**src/rtl/ni_inject_if.sv**
```systemverilog
// Injection-side bundle: send request, payload stream, flit output and credit return.
interface ni_inject_if #(
  parameter int DATAW = 32,
  parameter int XW    = 4,
  parameter int YW    = 4,
  parameter int NVCH  = 2,
  parameter int LENW  = 4
);
  localparam int VCW = (NVCH > 1) ? $clog2(NVCH) : 1;

  logic             req_valid;
  logic             req_ready;
  logic [XW-1:0]    req_dst_x;
  logic [YW-1:0]    req_dst_y;
  logic [VCW-1:0]   req_vch;
  logic [LENW-1:0]  req_len;

  logic             pl_valid;
  logic             pl_ready;
  logic [DATAW-1:0] pl_data;

  logic             flit_valid;
  logic [1:0]       flit_type;
  logic [VCW-1:0]   flit_vch;
  logic [DATAW-1:0] flit_data;

  logic             credit_valid;
  logic [VCW-1:0]   credit_vch;

  modport slave (
    input  req_valid, req_dst_x, req_dst_y, req_vch, req_len,
    input  pl_valid, pl_data, credit_valid, credit_vch,
    output req_ready, pl_ready, flit_valid, flit_type, flit_vch, flit_data
  );

  modport master (
    output req_valid, req_dst_x, req_dst_y, req_vch, req_len,
    output pl_valid, pl_data, credit_valid, credit_vch,
    input  req_ready, pl_ready, flit_valid, flit_type, flit_vch, flit_data
  );
endinterface

```
**src/rtl/ni_inject.sv**
```systemverilog
// NI packetizer: header flit one cycle after request accept, then one payload flit per cycle.
// Backpressure comes only from per-VC credits; pl_ready drops while the packet's VC has none.
module ni_inject #(
  parameter int DATAW   = 32,
  parameter int XW      = 4,
  parameter int YW      = 4,
  parameter int NVCH    = 2,
  parameter int CREDITS = 4,
  parameter int LENW    = 4
) (
  input  logic          clk,
  input  logic          rst_,
  input  logic [XW-1:0] my_xpos,
  input  logic [YW-1:0] my_ypos,
  ni_inject_if.slave    io,
  output logic          credit_err
);
  localparam int VCW = (NVCH > 1) ? $clog2(NVCH) : 1;
  localparam int CW  = $clog2(CREDITS + 1);
  localparam int HW  = 2 * XW + 2 * YW + LENW;

  localparam logic [1:0] FT_HEAD     = 2'b00;
  localparam logic [1:0] FT_BODY     = 2'b01;
  localparam logic [1:0] FT_TAIL     = 2'b10;
  localparam logic [1:0] FT_HEADTAIL = 2'b11;

  typedef enum logic [1:0] {S_IDLE, S_HEAD, S_BODY} state_t;

  state_t                   state_q;
  logic [VCW-1:0]           vch_q;
  logic [LENW-1:0]          rem_q;
  logic [DATAW-1:0]         hdr_q;
  logic [NVCH-1:0][CW-1:0]  credit_q, credit_d;
  logic                     err_q, err_d;
  logic                     fv_q;
  logic [1:0]               ft_q;
  logic [VCW-1:0]           fvch_q;
  logic [DATAW-1:0]         fd_q;

  logic                     has_credit;
  logic                     send;
  logic [HW-1:0]            hdr_fields;

  assign has_credit  = credit_q[vch_q] != '0;
  assign send        = has_credit && ((state_q == S_HEAD) || (state_q == S_BODY && io.pl_valid));
  assign hdr_fields  = {io.req_len, my_ypos, my_xpos, io.req_dst_y, io.req_dst_x};

  assign io.req_ready  = (state_q == S_IDLE);
  assign io.pl_ready   = (state_q == S_BODY) && has_credit;
  assign io.flit_valid = fv_q;
  assign io.flit_type  = ft_q;
  assign io.flit_vch   = fvch_q;
  assign io.flit_data  = fd_q;
  assign credit_err    = err_q;

  // A send and a return on the same VC cancel, so the counter is left alone.
  always_comb begin
    credit_d = credit_q;
    err_d    = err_q;
    for (int v = 0; v < NVCH; v++) begin
      if (io.credit_valid && io.credit_vch == VCW'(v) && !(send && vch_q == VCW'(v))) begin
        if (credit_q[v] == CW'(CREDITS)) err_d = 1'b1;
        else                             credit_d[v] = credit_q[v] + 1'b1;
      end else if (send && vch_q == VCW'(v) &&
                   !(io.credit_valid && io.credit_vch == VCW'(v))) begin
        credit_d[v] = credit_q[v] - 1'b1;
      end
    end
  end

  always_ff @(posedge clk) begin
    if (rst_) begin
      state_q  <= S_IDLE;
      vch_q    <= '0;
      rem_q    <= '0;
      hdr_q    <= '0;
      credit_q <= {NVCH{CW'(CREDITS)}};
      err_q    <= 1'b0;
      fv_q     <= 1'b0;
      ft_q     <= 2'b00;
      fvch_q   <= '0;
      fd_q     <= '0;
    end else begin
      credit_q <= credit_d;
      err_q    <= err_d;
      fv_q     <= send;
      ft_q     <= 2'b00;
      fvch_q   <= '0;
      fd_q     <= '0;
      case (state_q)
        S_IDLE: begin
          if (io.req_valid) begin
            vch_q   <= io.req_vch;
            rem_q   <= io.req_len;
            hdr_q   <= DATAW'(hdr_fields);
            state_q <= S_HEAD;
          end
        end
        S_HEAD: begin
          if (has_credit) begin
            ft_q    <= (rem_q == '0) ? FT_HEADTAIL : FT_HEAD;
            fvch_q  <= vch_q;
            fd_q    <= hdr_q;
            state_q <= (rem_q == '0) ? S_IDLE : S_BODY;
          end
        end
        S_BODY: begin
          if (io.pl_valid && has_credit) begin
            ft_q   <= (rem_q == LENW'(1)) ? FT_TAIL : FT_BODY;
            fvch_q <= vch_q;
            fd_q   <= io.pl_data;
            rem_q  <= rem_q - 1'b1;
            if (rem_q == LENW'(1)) state_q <= S_IDLE;
          end
        end
        default: state_q <= S_IDLE;
      endcase
    end
  end
endmodule

```
**src/flat_wrapper.sv**
```systemverilog
// flat-port wrapper written by rule: the top's interface ports become plain ports
module ni_inject_flat 
#(
  parameter int DATAW   = 32,
  parameter int XW      = 4,
  parameter int YW      = 4,
  parameter int NVCH    = 2,
  parameter int CREDITS = 4,
  parameter int LENW    = 4
)
  (clk, rst_, my_xpos, my_ypos, credit_err, io_req_valid, io_req_dst_x, io_req_dst_y, io_req_vch, io_req_len, io_pl_valid, io_pl_data, io_credit_valid, io_credit_vch, io_req_ready, io_pl_ready, io_flit_valid, io_flit_type, io_flit_vch, io_flit_data);
  ni_inject_if #(.DATAW(DATAW), .XW(XW), .YW(YW), .NVCH(NVCH), .LENW(LENW)) io_i ();
  input  logic clk;
  input  logic rst_;
  input  logic [XW-1:0] my_xpos;
  input  logic [YW-1:0] my_ypos;
  output logic credit_err;
  input wire logic [$bits(io_i.req_valid)-1:0] io_req_valid;
  input wire logic [$bits(io_i.req_dst_x)-1:0] io_req_dst_x;
  input wire logic [$bits(io_i.req_dst_y)-1:0] io_req_dst_y;
  input wire logic [$bits(io_i.req_vch)-1:0] io_req_vch;
  input wire logic [$bits(io_i.req_len)-1:0] io_req_len;
  input wire logic [$bits(io_i.pl_valid)-1:0] io_pl_valid;
  input wire logic [$bits(io_i.pl_data)-1:0] io_pl_data;
  input wire logic [$bits(io_i.credit_valid)-1:0] io_credit_valid;
  input wire logic [$bits(io_i.credit_vch)-1:0] io_credit_vch;
  output wire logic [$bits(io_i.req_ready)-1:0] io_req_ready;
  output wire logic [$bits(io_i.pl_ready)-1:0] io_pl_ready;
  output wire logic [$bits(io_i.flit_valid)-1:0] io_flit_valid;
  output wire logic [$bits(io_i.flit_type)-1:0] io_flit_type;
  output wire logic [$bits(io_i.flit_vch)-1:0] io_flit_vch;
  output wire logic [$bits(io_i.flit_data)-1:0] io_flit_data;
  assign io_i.req_valid = io_req_valid;
  assign io_i.req_dst_x = io_req_dst_x;
  assign io_i.req_dst_y = io_req_dst_y;
  assign io_i.req_vch = io_req_vch;
  assign io_i.req_len = io_req_len;
  assign io_i.pl_valid = io_pl_valid;
  assign io_i.pl_data = io_pl_data;
  assign io_i.credit_valid = io_credit_valid;
  assign io_i.credit_vch = io_credit_vch;
  assign io_req_ready = io_i.req_ready;
  assign io_pl_ready = io_i.pl_ready;
  assign io_flit_valid = io_i.flit_valid;
  assign io_flit_type = io_i.flit_type;
  assign io_flit_vch = io_i.flit_vch;
  assign io_flit_data = io_i.flit_data;
  ni_inject #(.DATAW(DATAW), .XW(XW), .YW(YW), .NVCH(NVCH), .CREDITS(CREDITS), .LENW(LENW)) u_core (.clk(clk), .rst_(rst_), .my_xpos(my_xpos), .my_ypos(my_ypos), .io(io_i), .credit_err(credit_err));
endmodule
```
**config.mk**
```make
export PLATFORM = sky130hd
export DESIGN_NAME = ni_inject_flat
export DESIGN_NICKNAME = d
export VERILOG_FILES = /design/src/rtl/ni_inject_if.sv /design/src/rtl/ni_inject.sv /design/src/flat_wrapper.sv
export SDC_FILE = /design/constraint.sdc
export NUM_CORES = 1
export LEC_CHECK = 0
export CAP_MARGIN = 5
export CORE_ASPECT_RATIO = 2
export CORE_UTILIZATION = 51
export CTS_BUF_LIST = sky130_fd_sc_hd__clkbuf_8
export DETAILED_ROUTE_END_ITERATION = 16
export GPL_ROUTABILITY_DRIVEN = 1
export PLACE_DENSITY_LB_ADDON = 0.12
export SYNTH_ARGS = -nofsm -noshare
export SYNTH_HDL_FRONTEND = slang
export SYNTH_SLANG_ARGS = --single-unit
```
**constraint.sdc**
```tcl
create_clock -name clk -period 6.4 [get_ports clk]
set_input_delay 1.28 -clock clk [delete_from_list [all_inputs] [get_ports clk]]
set_output_delay 1.28 -clock clk [all_outputs]
set_load 0.01 [all_outputs]
```
==> results.md <==
- Clock power share: roughly a third
- Antenna violations before repair: 0
- Reg-to-Reg Start: u_core.state_q[0]
- Largest net degree at the start of global routing: 43
- I/O pins: just under 100
- Internal power: a little under 0.001 W
- Status: completed
- Post-DP HPWL: approximately 5300 um
- Yosys top cell area share: 48.3%
- DIE WIDTH: 55.3 um
- Root Driver: clkbuf_8
- Grt total ovfl: 0
- Final Skew: roughly 0.0036 ns
- Final wirelength: 7380 um
- CP max stage delay: around 0.59 ns
- Syn_area_per_cell: 8.74 sq um
- Min Tclk post-route: between 3 and 4 ns
- Crit path max-delay cell type: dfxtp_1
- CP Cell Sequence: or4b_1 > and3_1 > clkdlybuf4s50_1
- Final hold violation count: 0
- CP Max Fanout: 14
- Metal3 WL: 381 um
- CP Capture Type: output port
- CTS resizes: 0
- Diodes inserted: 0
- Comb power frac: 30.8%
- Stages on the worst setup path: 3
- Post-synth ARST share: 0%
- Sw frac: 32.7%
- TritonCTS clock tree: yes
- Worst EP required: between 5 and 6 ns
- Crit Path Category: flip-flop to output port
- Initial Utilization: 53.1%
- Top FF cell, synth: dfxtp_1
- Metal-1 WL: roughly 2900 um
- TritonCTS Buffers: 9
- Synth area leader: dfxtp_1
- Total number of vias: 2690
- Residual DRC count: 0
- Synthesized flop and latch total: 70
- Iteration-0 DRC Markers: a little over 100
- TNS Setup: 0 ns
- Mapped Nets: between 300 and 400
- Seq/Total Area, Yosys: roughly 48%
- Max-slew violations: 0
- Hold path depth: 2
- Clock Latency Late Sink: roughly 0.34 ns
- CP delay by family, top: simple AND/OR/NAND/NOR gates
- Arrival time worst endpoint: roughly 2.1 ns
- Reg-to-reg slack, setup: 3.67 ns
- Worst vdd ir: 0.000319 V
- DRT Pass-1 Iters: 5
- Post-synth EDFFs: 0
- Slew headroom: 25.3%
- RD Place Congestion: approximately 0.84
- Reg clk slew, reported paths: around 0.070 ns
- Power Density: 355 nW/um^2
- Worst path buffer plus inverter count: 1
- First-pass GRT wire length: approximately 12000 um
- Final period util: 53.1%
- Synth cell types: 47
- Vias in the first global route: 2580
- WL met2: slightly below 4000 um
- Hold endpoint: u_core.hdr_q[8]
- Leak Pwr: between 1.5 and 2 nW
- Worst reg2reg endpoint: u_core.credit_q[5]
- Hold wc startpoint: u_core.hdr_q[8]
- Ranking of synthesized cells by area: dfxtp_1 (48%), nand2_1 (7.0%), a22oi_1 (5.4%)
- Synth top cells by count: dfxtp_1 (70), nand2_1 (54), nor2_1 (32), a21oi_1 (28), a22oi_1 (21)
- Post-Synthesis Cells: about 330
- Total Routing Usage GR: 25.1%
- CTS Hold Bufs: 0
- Post-DR wirelength/cell: approximately 15 um
- Hold slack: 0.456 ns
- Synthesis-to-finish area growth: 42.6%
- Final net count: between 400 and 500
- FP Rows: 38
- Clock sink count: 70
- RSZ-0062 raised after global routing: false
- Core area: between 5000 and 6000 sq um
- Switch Pwr: about 0.00048 W
- Via-per-instance ratio: 5.57
- Seq pwr share: between 30 and 40%
- # Post-CTS Setup Buffers: 0
- Max cap viols: 0
- Mapped Area: roughly 2900 sq um
- Setup-failing EPs final: 0
- Post-DRT Antenna Nets: 0
- Top sig layer: met4
- Clock buffer depth: 2
- IO buf count: 97
- Most common cell in the synthesized netlist: dfxtp_1
- Die ar.: 6020 sq um
- Die height: about 110 um
- Worst reg-to-reg path cell count: 10
- Slew @ Worst Pin: about 1.1 ns
- Layout cells sized above 1: under 10%
- Yosys warnings: 0
- Max H-tree Level: 3
- Startpoint types: flip-flop
- Hold Crit Class: flip-flop to flip-flop
- F_max: ~300 MHz
## sequential cells by signal, indices dropped and copies added, names as in the netlist
register,cells
u_core.vch_q,1
u_core.io.flit_type,2
u_core.io.flit_vch,1
u_core.rem_q,4
u_core.hdr_q,20
u_core.credit_err,1
u_core.io.flit_data,32
u_core.io.flit_valid,1
u_core.state_q,2
u_core.credit_q,6
## cell families (layout without fill, tap and decap cells)
family | Yosys count | in the layout | synth area share [%]
compound gates | 72 | 72 | 16.7
xor+xnor | 2 | 2 | 0.604
fa+ha+maj | 8 | 8 | 3.45
buf+inv | 31 | 122 | 4.27
flops | 70 | 70 | 48.3
mux | 7 | 7 | 2.50
simple gates | 142 | 142 | 24.2
## worst reg2reg max path: stages, from the launching register on
cell and delay (ns):
dfxtp_1 0.35, inv_1 0.07, ha_1 0.37, a21oi_1 0.53
o21ai_0 0.25, xor2_1 0.19, ha_1 0.21, a211o_1 0.28
nor3_1 0.15, a41oi_1 0.08, mux2i_1 0.14
## cell type report
cell class	count	area, sq um
Multi-Input combinational cell	231	1380
Clock buffer	10	138
Clock inverter	6	133
Sequential cell	70	1400
Fill cell	412	1330
Timing Repair Buffer	98	978
Tap cell	60	75.1
Inverter	8	30.0
## per-layer routing
metal	GRT usage, %	vias to the layer above
met5	0	-
met4	14.1	0
met3	5.69	12
met2	44.2	102
met1	27.6	1240
li1	-	1336
## power by group through the flow
| stage | Combinational [W] | Sequential (W) | Clock (W) |
|---|---|---|---|
| floorplan | 0.000326 | 0.000537 | 0 |
| global placement | 0.000434 | 0.000550 | 0 |
| detailed placement | 0.000450 | 0.000553 | 0 |
| CTS | 0.000453 | 0.000543 | 0.000480 |
| global route | 0.000501 | 0.000550 | 0.000498 |
| finish | 0.000453 | 0.000543 | 0.000474 |
## worst max path at each step
stage | to | from
floorplan | u_core.credit_q[5] | io_pl_valid
global placement | u_core.credit_q[5] | io_pl_valid
detailed placement | u_core.credit_q[5] | io_pl_valid
CTS | io_pl_ready | u_core.vch_q
global route | io_pl_ready | u_core.vch_q
finish | io_pl_ready | u_core.vch_q
## layout by cell type, fill, tap and decap left out, types with 2 or more instances in the layout
cell / count
a21oi_1: 28
a22oi_1: 21
a32oi_1: 3
a41oi_1: 3
and2_1: 4
and3_1: 14
bufinv_16: 4
clkbuf_8: 10
clkdlybuf4s50_1: 97
dfxtp_1: 70
ha_1: 8
inv_1: 8
mux2i_1: 5
nand2_1: 54
nand2b_1: 3
nand3_1: 2
nand4_1: 3
nor2_1: 32
nor2b_1: 9
nor3_1: 4
nor3b_1: 2
nor4_1: 4
o21ai_0: 3
o31ai_1: 4
or3_1: 2
or4_1: 2
xor2_1: 2
## through the flow
| stage | power (W) | setup WS [ns] | instances | instance area [sq um] | util [%] |
|---|---|---|---|---|---|
| final | 0.00147 | 3.00 | 483 | 4140 | 75.7 |
| after global routing | 0.00155 | 2.89 | 483 | 4140 | 75.7 |
| after CTS | 0.00148 | 2.98 | 483 | 4140 | 75.7 |
| after detailed placement | 0.00100 | 2.74 | 467 | 3870 | 70.8 |
| after global placement | 0.000985 | 2.84 | 467 | 3870 | 70.8 |
| after floorplan | 0.000864 | 3.57 | 332 | 2900 | - |
(Power assumes the default switching activity.)
